$ cat src/rtl/pwm_breathe_led_if.sv
// LED output bundle for the breathing PWM driver.
// The driver owns the master side; whatever observes the LED uses the slave side.
interface pwm_breathe_led_if;
  logic led;

  modport master (output led);
  modport slave  (input  led);
endinterface

$ cat src/rtl/pwm_breathe_led.sv
// Breathing LED driver: a free-running PWM counter is compared against a duty
// value that ramps 0 -> MAX -> 0 in a triangle, one step every PERIODS_PER_STEP periods.
module pwm_breathe_led #(
  parameter int WIDTH            = 8,
  parameter int PERIODS_PER_STEP = 1
) (
  input  logic              clk,
  input  logic              rst_n,
  pwm_breathe_led_if.master led_bus
);

  localparam logic [WIDTH-1:0] MAX_DUTY  = {WIDTH{1'b1}};
  localparam int               STEP_W    = (PERIODS_PER_STEP > 1) ? $clog2(PERIODS_PER_STEP) : 1;
  localparam logic [STEP_W-1:0] STEP_LAST = STEP_W'(PERIODS_PER_STEP - 1);

  typedef enum logic {
    DIR_DOWN = 1'b0,
    DIR_UP   = 1'b1
  } dir_t;

  logic [WIDTH-1:0]  pwm_cnt_r;
  logic [WIDTH-1:0]  duty_r;
  dir_t              dir_r;
  logic [STEP_W-1:0] step_cnt_r;
  logic              led_r;

  logic              period_end_s;
  logic              step_end_s;
  logic [WIDTH-1:0]  duty_up_s;
  logic [WIDTH-1:0]  duty_dn_s;

  // Period/step boundary detection and the two candidate next duty values.
  always_comb begin
    period_end_s = (pwm_cnt_r == MAX_DUTY);
    step_end_s   = (step_cnt_r == STEP_LAST);
    duty_up_s    = duty_r + WIDTH'(1);
    duty_dn_s    = duty_r - WIDTH'(1);
  end

  // PWM counter, registered LED compare and the triangle ramp state.
  always_ff @(posedge clk or negedge rst_n) begin
    if (!rst_n) begin
      pwm_cnt_r  <= '0;
      duty_r     <= '0;
      dir_r      <= DIR_UP;
      step_cnt_r <= '0;
      led_r      <= 1'b0;
    end else begin
      pwm_cnt_r <= pwm_cnt_r + WIDTH'(1);
      led_r     <= (pwm_cnt_r < duty_r);
      if (period_end_s) begin
        if (step_end_s) begin
          step_cnt_r <= '0;
          // Direction flips on the same edge that reaches an extreme, so each extreme lasts one step.
          case (dir_r)
            DIR_UP: begin
              duty_r <= duty_up_s;
              if (duty_up_s == MAX_DUTY) begin
                dir_r <= DIR_DOWN;
              end else begin
                dir_r <= DIR_UP;
              end
            end
            DIR_DOWN: begin
              duty_r <= duty_dn_s;
              if (duty_dn_s == WIDTH'(0)) begin
                dir_r <= DIR_UP;
              end else begin
                dir_r <= DIR_DOWN;
              end
            end
            default: begin
              duty_r <= '0;
              dir_r  <= DIR_UP;
            end
          endcase
        end else begin
          step_cnt_r <= step_cnt_r + STEP_W'(1);
        end
      end
    end
  end

  assign led_bus.led = led_r;

endmodule

$ cat src/flat_wrapper.sv
// flat-port wrapper written by rule: the top's interface ports become plain ports
module pwm_breathe_led_flat 
#(
  parameter int WIDTH            = 8,
  parameter int PERIODS_PER_STEP = 1
)
  (clk, rst_n, led_bus_led);
  pwm_breathe_led_if led_bus_i ();
  input  logic clk;
  input  logic rst_n;
  output wire logic [$bits(led_bus_i.led)-1:0] led_bus_led;
  assign led_bus_led = led_bus_i.led;
  pwm_breathe_led #(.WIDTH(WIDTH), .PERIODS_PER_STEP(PERIODS_PER_STEP)) u_core (.clk(clk), .rst_n(rst_n), .led_bus(led_bus_i));
endmodule
$ cat config.mk
export PLATFORM = sky130hd
export DESIGN_NAME = pwm_breathe_led_flat
export DESIGN_NICKNAME = d
export VERILOG_FILES = /design/src/rtl/pwm_breathe_led_if.sv /design/src/rtl/pwm_breathe_led.sv /design/src/flat_wrapper.sv
export SDC_FILE = /design/constraint.sdc
export NUM_CORES = 1
export LEC_CHECK = 0
export ABC_AREA = 1
export BUFFER_PORTS_ARGS = -buffer_cell sky130_fd_sc_hd__buf_2
export CORE_MARGIN = 2
export CORE_UTILIZATION = 50
export DETAILED_ROUTE_END_ITERATION = 12
export GPL_TIMING_DRIVEN = 0
export PLACE_DENSITY = 0.73
export SLEW_MARGIN = 20
export SYNTH_ARGS = -nofsm -noshare
export SYNTH_HDL_FRONTEND = slang
export SYNTH_SLANG_ARGS = --single-unit
$ cat constraint.sdc
create_clock -name clk -period 1.66 [get_ports clk]
set_input_delay 0.083 -clock clk [delete_from_list [all_inputs] [get_ports clk]]
set_output_delay 0.083 -clock clk [all_outputs]
set_load 0.005 [all_outputs]
# ---- Yosys cells after proc, flatten, opt, wreduce, memory -nomap -nowiden
# Index checks and enable logic that the tools add are counted.
dict set report classes {
  add_sub_neg 4
  order_cmp 1
  n_eq_ne 2
  mux 5
  n_bitwise 2
  reduce_logical 2
}
# cell count
set ops {}
lappend ops {{$add 8x1->8 const B} 2}
lappend ops {{$eq 8x8->1 const B} 2}
lappend ops {{$pmux 8 s2} 1}
lappend ops {{$logic_not 8->1} 1}
lappend ops {{$lt 8x8->1} 1}
lappend ops {{$sub 8x1->8 const B} 1}
lappend ops {{$mux 1} 3}
lappend ops {{$not 1->1} 2}
lappend ops {{$pmux 1 s2} 1}
lappend ops {{$reduce_and 2->1} 1}
lappend ops {{$add 1x1->1 const B} 1}
dict set report word_totals {
  register_bits 19
  in_bits 2
  out_inout_bits 1
  elab_cells 21
}

# ---- Depth between registers and ports, before layout
dict set report logic_depth {
  word_depth 4
  depth_mapped 10
  mapped_depth_nobuf 10
}

# ---- Worst setup path before layout
# Ideal clock, no wire load.
dict set report synth_path {
  kind {reg2reg}
  start {register u_core.duty_r[0]}
  end {register u_core.dir_r}
  setup_time_ns 0.073
  arrival_time_ns 1.381
  t_required_ns 1.587
  slack_ns 0.206
  stages_incl_launch_ff 11
  n_path_buf 0
  synth_period_minus_slack_ns 1.454
  cell_sequence {dfrtp_1 -> inv_1 -> ha_1 -> inv_1 -> nor2_1 -> nand3_1 -> nand2_1 -> nand3_1 -> nor2_1 -> nand3_1 -> a21oi_1}
}
dict set report synth_between {
  elab_chain_cells 4
  elab_cells_between_ends 7
  classes_between {add/sub (2); eq/ne (1); mux (3); reduce/logical (1)}
}
# element line
set synth_rtl {}
lappend synth_rtl {{start, declared} pwm_breathe_led.sv:22} ;# logic [WIDTH-1:0] duty_r;
lappend synth_rtl {{start signal, assigned} pwm_breathe_led.sv:57} ;# duty_r <= duty_up_s;
lappend synth_rtl {{start signal, assigned} pwm_breathe_led.sv:65} ;# duty_r <= duty_dn_s;
lappend synth_rtl {{$sub 8x1->8} pwm_breathe_led.sv:37} ;# duty_dn_s = duty_r - WIDTH'(1);
lappend synth_rtl {{via u_core.duty_dn_s[0]} pwm_breathe_led.sv:30} ;# logic [WIDTH-1:0] duty_dn_s;
lappend synth_rtl {{$logic_not 8->1} pwm_breathe_led.sv:66} ;# if (duty_dn_s == WIDTH'(0)) begin
lappend synth_rtl {{$mux 1} pwm_breathe_led.sv:66}
lappend synth_rtl {{$pmux 1 s2} pwm_breathe_led.sv:55} ;# case (dir_r)
lappend synth_rtl {{end signal, assigned} pwm_breathe_led.sv:59} ;# dir_r <= DIR_DOWN;
lappend synth_rtl {{end signal, assigned} pwm_breathe_led.sv:67} ;# dir_r <= DIR_UP;
lappend synth_rtl {{end signal, assigned} pwm_breathe_led.sv:69} ;# dir_r <= DIR_DOWN;
lappend synth_rtl {{end, declared} pwm_breathe_led.sv:23} ;# dir_t dir_r;
# The timed path passes the listed nets, and every way through them passes these cells.
# A chain may end at the register's enable or synchronous reset.

# ---- Worst setup path in the final report
# Same ends and word-level chain as after synthesis.

==> summary.md <==
| Metric | Value |
|---|---|
| Final Hold Fails | 0 |
| Antenna diodes | 0 |
| Total power | just over 0.7 mW |
| GRT Util Overall | 0.209 |
| GPL Wtd Cong | 0.858 |
| Pin slew with the least headroom to its limit | 0.406 ns |
| Setup violations, final | 0 |
| Vias in the first global route | 1033 |
| Core Area | roughly 2400 µm² |
| Clock slew at reported path FFs | approximately 0.10 ns |
| Critical Path End Type | flop |
| Cell count after placement | around 200 |
| Fill cells | 219 |
| Placement Setup Slack | -0.0384 ns |
| Routed Antenna Nets | 0 |
| Htree depth | 1 |
| PwrDens | about 500 nW/µm² |
| CTS buffer count | 3 |
| WL/cell | about 13 µm |
| Largest net degree at the start of global routing | 19 |
| Row cnt | 18 |
| Slew headroom | 0.729 |
| Startpoint Class | flop |
| Critical path arrival | around 1.8 ns |
| Gate Count Post-Synth | 165 |
| Area leader, netlist | dfrtp_1 |
| DRT Pass-1 Iters | 4 |
| Min cycle time layout | between 1.5 and 2 ns |
| Synth top area share | 0.341 |
| Max_cap viols | 0 |
| Max frequency | 0.630 GHz |
| CTS sink count | 18 |
| Final std cells w/o fill | just over 200 |
| Slew Limit Fails | 0 |
| Critical path type | reg2reg |
| Hold WS | 0.247 ns |
| Initial antenna violation count | 0 |
| Die Width | 54.0 µm |
| Top cells by area, synth | dfrtp_1, ha_1, nand2_1 |
| Share of cells above drive strength 1 | 0.138 |
| RSZ-0062 raised after global routing | true |
| Grt ovf | 0 |
| CTS Buffer Depth | 2 |
| Synthesized area | between 1000 and 1500 µm² |
| Layout area overhead | 11.6% |
| Synthesis Warnings | 0 |
| Register bit total from synthesis | 18 |
| First-pass GRT wire length | 4420 µm |
| Library cells used by synthesis | 24 |
| Period utilisation layout | 0.956 |
| Net Count, Synth | 179 |
| Clk_lat worst skew | 0.29 ns |
| CTS tree | done |
| CP required | 1.89 ns |
| Hold Crit Class | in2async |
| Vias | 1099 |
| Peak VDD IR | between 300 and 400 µV |
| Die height | 54.0 µm |
| Initial Utilization | 0.518 |
| DP Wirelength | roughly 2000 µm |
| Routed WL | 2560 µm |
| Leakage | 0.732 nW |
| Clock Root Buffer | clkbuf_4 |
| # DRC | 0 |
| Die area | 2910 µm² |
| Via density | 5.39 |
| Mapped Avg Cell Area | 7.56 µm² |
| Worst setup margin | 0.0731 ns |
| Setup Skew | between 0.003 and 0.004 ns |
| Io pins | 3 |
| Status | complete, no violations |
| Initial DRC Count | 24 |
| Setup TNS Final | 0 ns |
| PortBufs | 2 |
| Sequential area share after synthesis | 0.362 |
| CP max FO | 6 |
| Nets | 189 |
[worst paths after layout]
kind	start	endpoint	slack, ns	depth (start not counted)
min	rst_n	u_core.pwm_cnt_r[4]	0.25	2
max	u_core.duty_r[0]	u_core.dir_r	0.07	10
max reg2reg	u_core.duty_r[0]	u_core.dir_r	0.07	10
min in group clk	u_core.pwm_cnt_r[6]	u_core.pwm_cnt_r[6]	0.53	1
max in group asynchronous	rst_n	u_core.dir_r	1.09	2
min reg2reg	u_core.pwm_cnt_r[6]	u_core.pwm_cnt_r[6]	0.53	1
[power by group]
part | internal (mW) | switching, mW
sequential | 0.438 | 0
clock | 0.133 | 0.132
combinational | 0.00238 | 0.00848
total | 0.574 | 0.140
[flip-flops by register name (all words and copies together) (netlist names)]
name                count
u_core.duty_r           8
u_core.pwm_cnt_r        8
u_core.dir_r            1
u_core.led_bus.led      1
[stage by stage]
stage                      util  cell area [µm²]
after floorplan               -             1250
after global placement    0.537             1290
after detailed placement  0.537             1290
after CTS                 0.558             1340
after global routing      0.578             1390
final                     0.578             1390
[layout make-up]
| type | count | area [µm²] | area share |
|---|---|---|---|
| plain buffers | 1 | 7.51 | 0.00539 |
| well taps | 30 | 37.5 | 0.0270 |
| multi-input cells | 124 | 734 | 0.527 |
| repair buffers | 5 | 35.0 | 0.0252 |
| clock buffers | 4 | 36.3 | 0.0261 |
| inverters | 22 | 87.6 | 0.0629 |
| flip-flops and latches | 18 | 454 | 0.326 |
[worst max-delay path, cell delays in order, from the launching register on]
cell	delay, ns
dfrtp_2	0.47
inv_4	0.09
ha_1	0.16
inv_1	0.08
nor2_4	0.13
nand3_1	0.08
nand2_1	0.08
nand3_1	0.07
nor2_1	0.13
nand3_1	0.10
a21oi_2	0.13
[cells by family after synthesis]
kind of cell | Yosys count | synth area share
AOI/OAI and AO/OA | 22 | 0.100
xor gates and xnor gates | 9 | 0.0632
adders and majority gates | 12 | 0.120
buffers and inverters | 23 | 0.0722
DFF | 18 | 0.362
and+or+nand+nor | 81 | 0.282
[synthesized netlist by cell type, drive strengths merged]
| master | number |
|---|---|
| nor3 | 4 |
| a21boi | 1 |
| a31oi | 1 |
| nand3 | 18 |
| o22ai | 3 |
| o31ai | 1 |
| buf | 1 |
| xor2 | 7 |
| nand2 | 39 |
| inv | 22 |
| dfrtp | 17 |
| a21oi | 8 |
| nand4 | 2 |
| nor2 | 18 |
| xnor2 | 2 |
| o211ai | 2 |
| ha | 12 |
| o21ai | 6 |
| dfstp | 1 |
[placed cells by master (no fill, tap or decap), types with 3 or more instances in the layout]
cell type   n
a21oi_1     7
buf_4       3
clkbuf_4    3
dfrtp_1    15
ha_1       11
inv_1      18
nand2_1    37
nand3_1    17
nor2_1     15
nor3_1      4
o21ai_0     5
o22ai_1     3
xor2_1      7
[metal layers]
metal  vias to the layer above  part of all wire  track usage
met5                         -                 0            0
met2                        19              0.51        0.366
met1                       512              0.45        0.266
met3                         6             0.025       0.0194
li1                        562                 -            -
met4                         0             0.017       0.0769
[what timing repair did]
| action | in CTS | in global routing |
|---|---|---|
| endpoints found under the setup margin | 1 | 6 |
| cloned | 0 | 0 |
| buffers inserted | 0 | 2 |
| hold buffers | 1 | 0 |
| resized for setup | 1 | 11 |
| endpoints found under the hold margin | 17 | 0 |
Power figures use the tool's default switching activity.
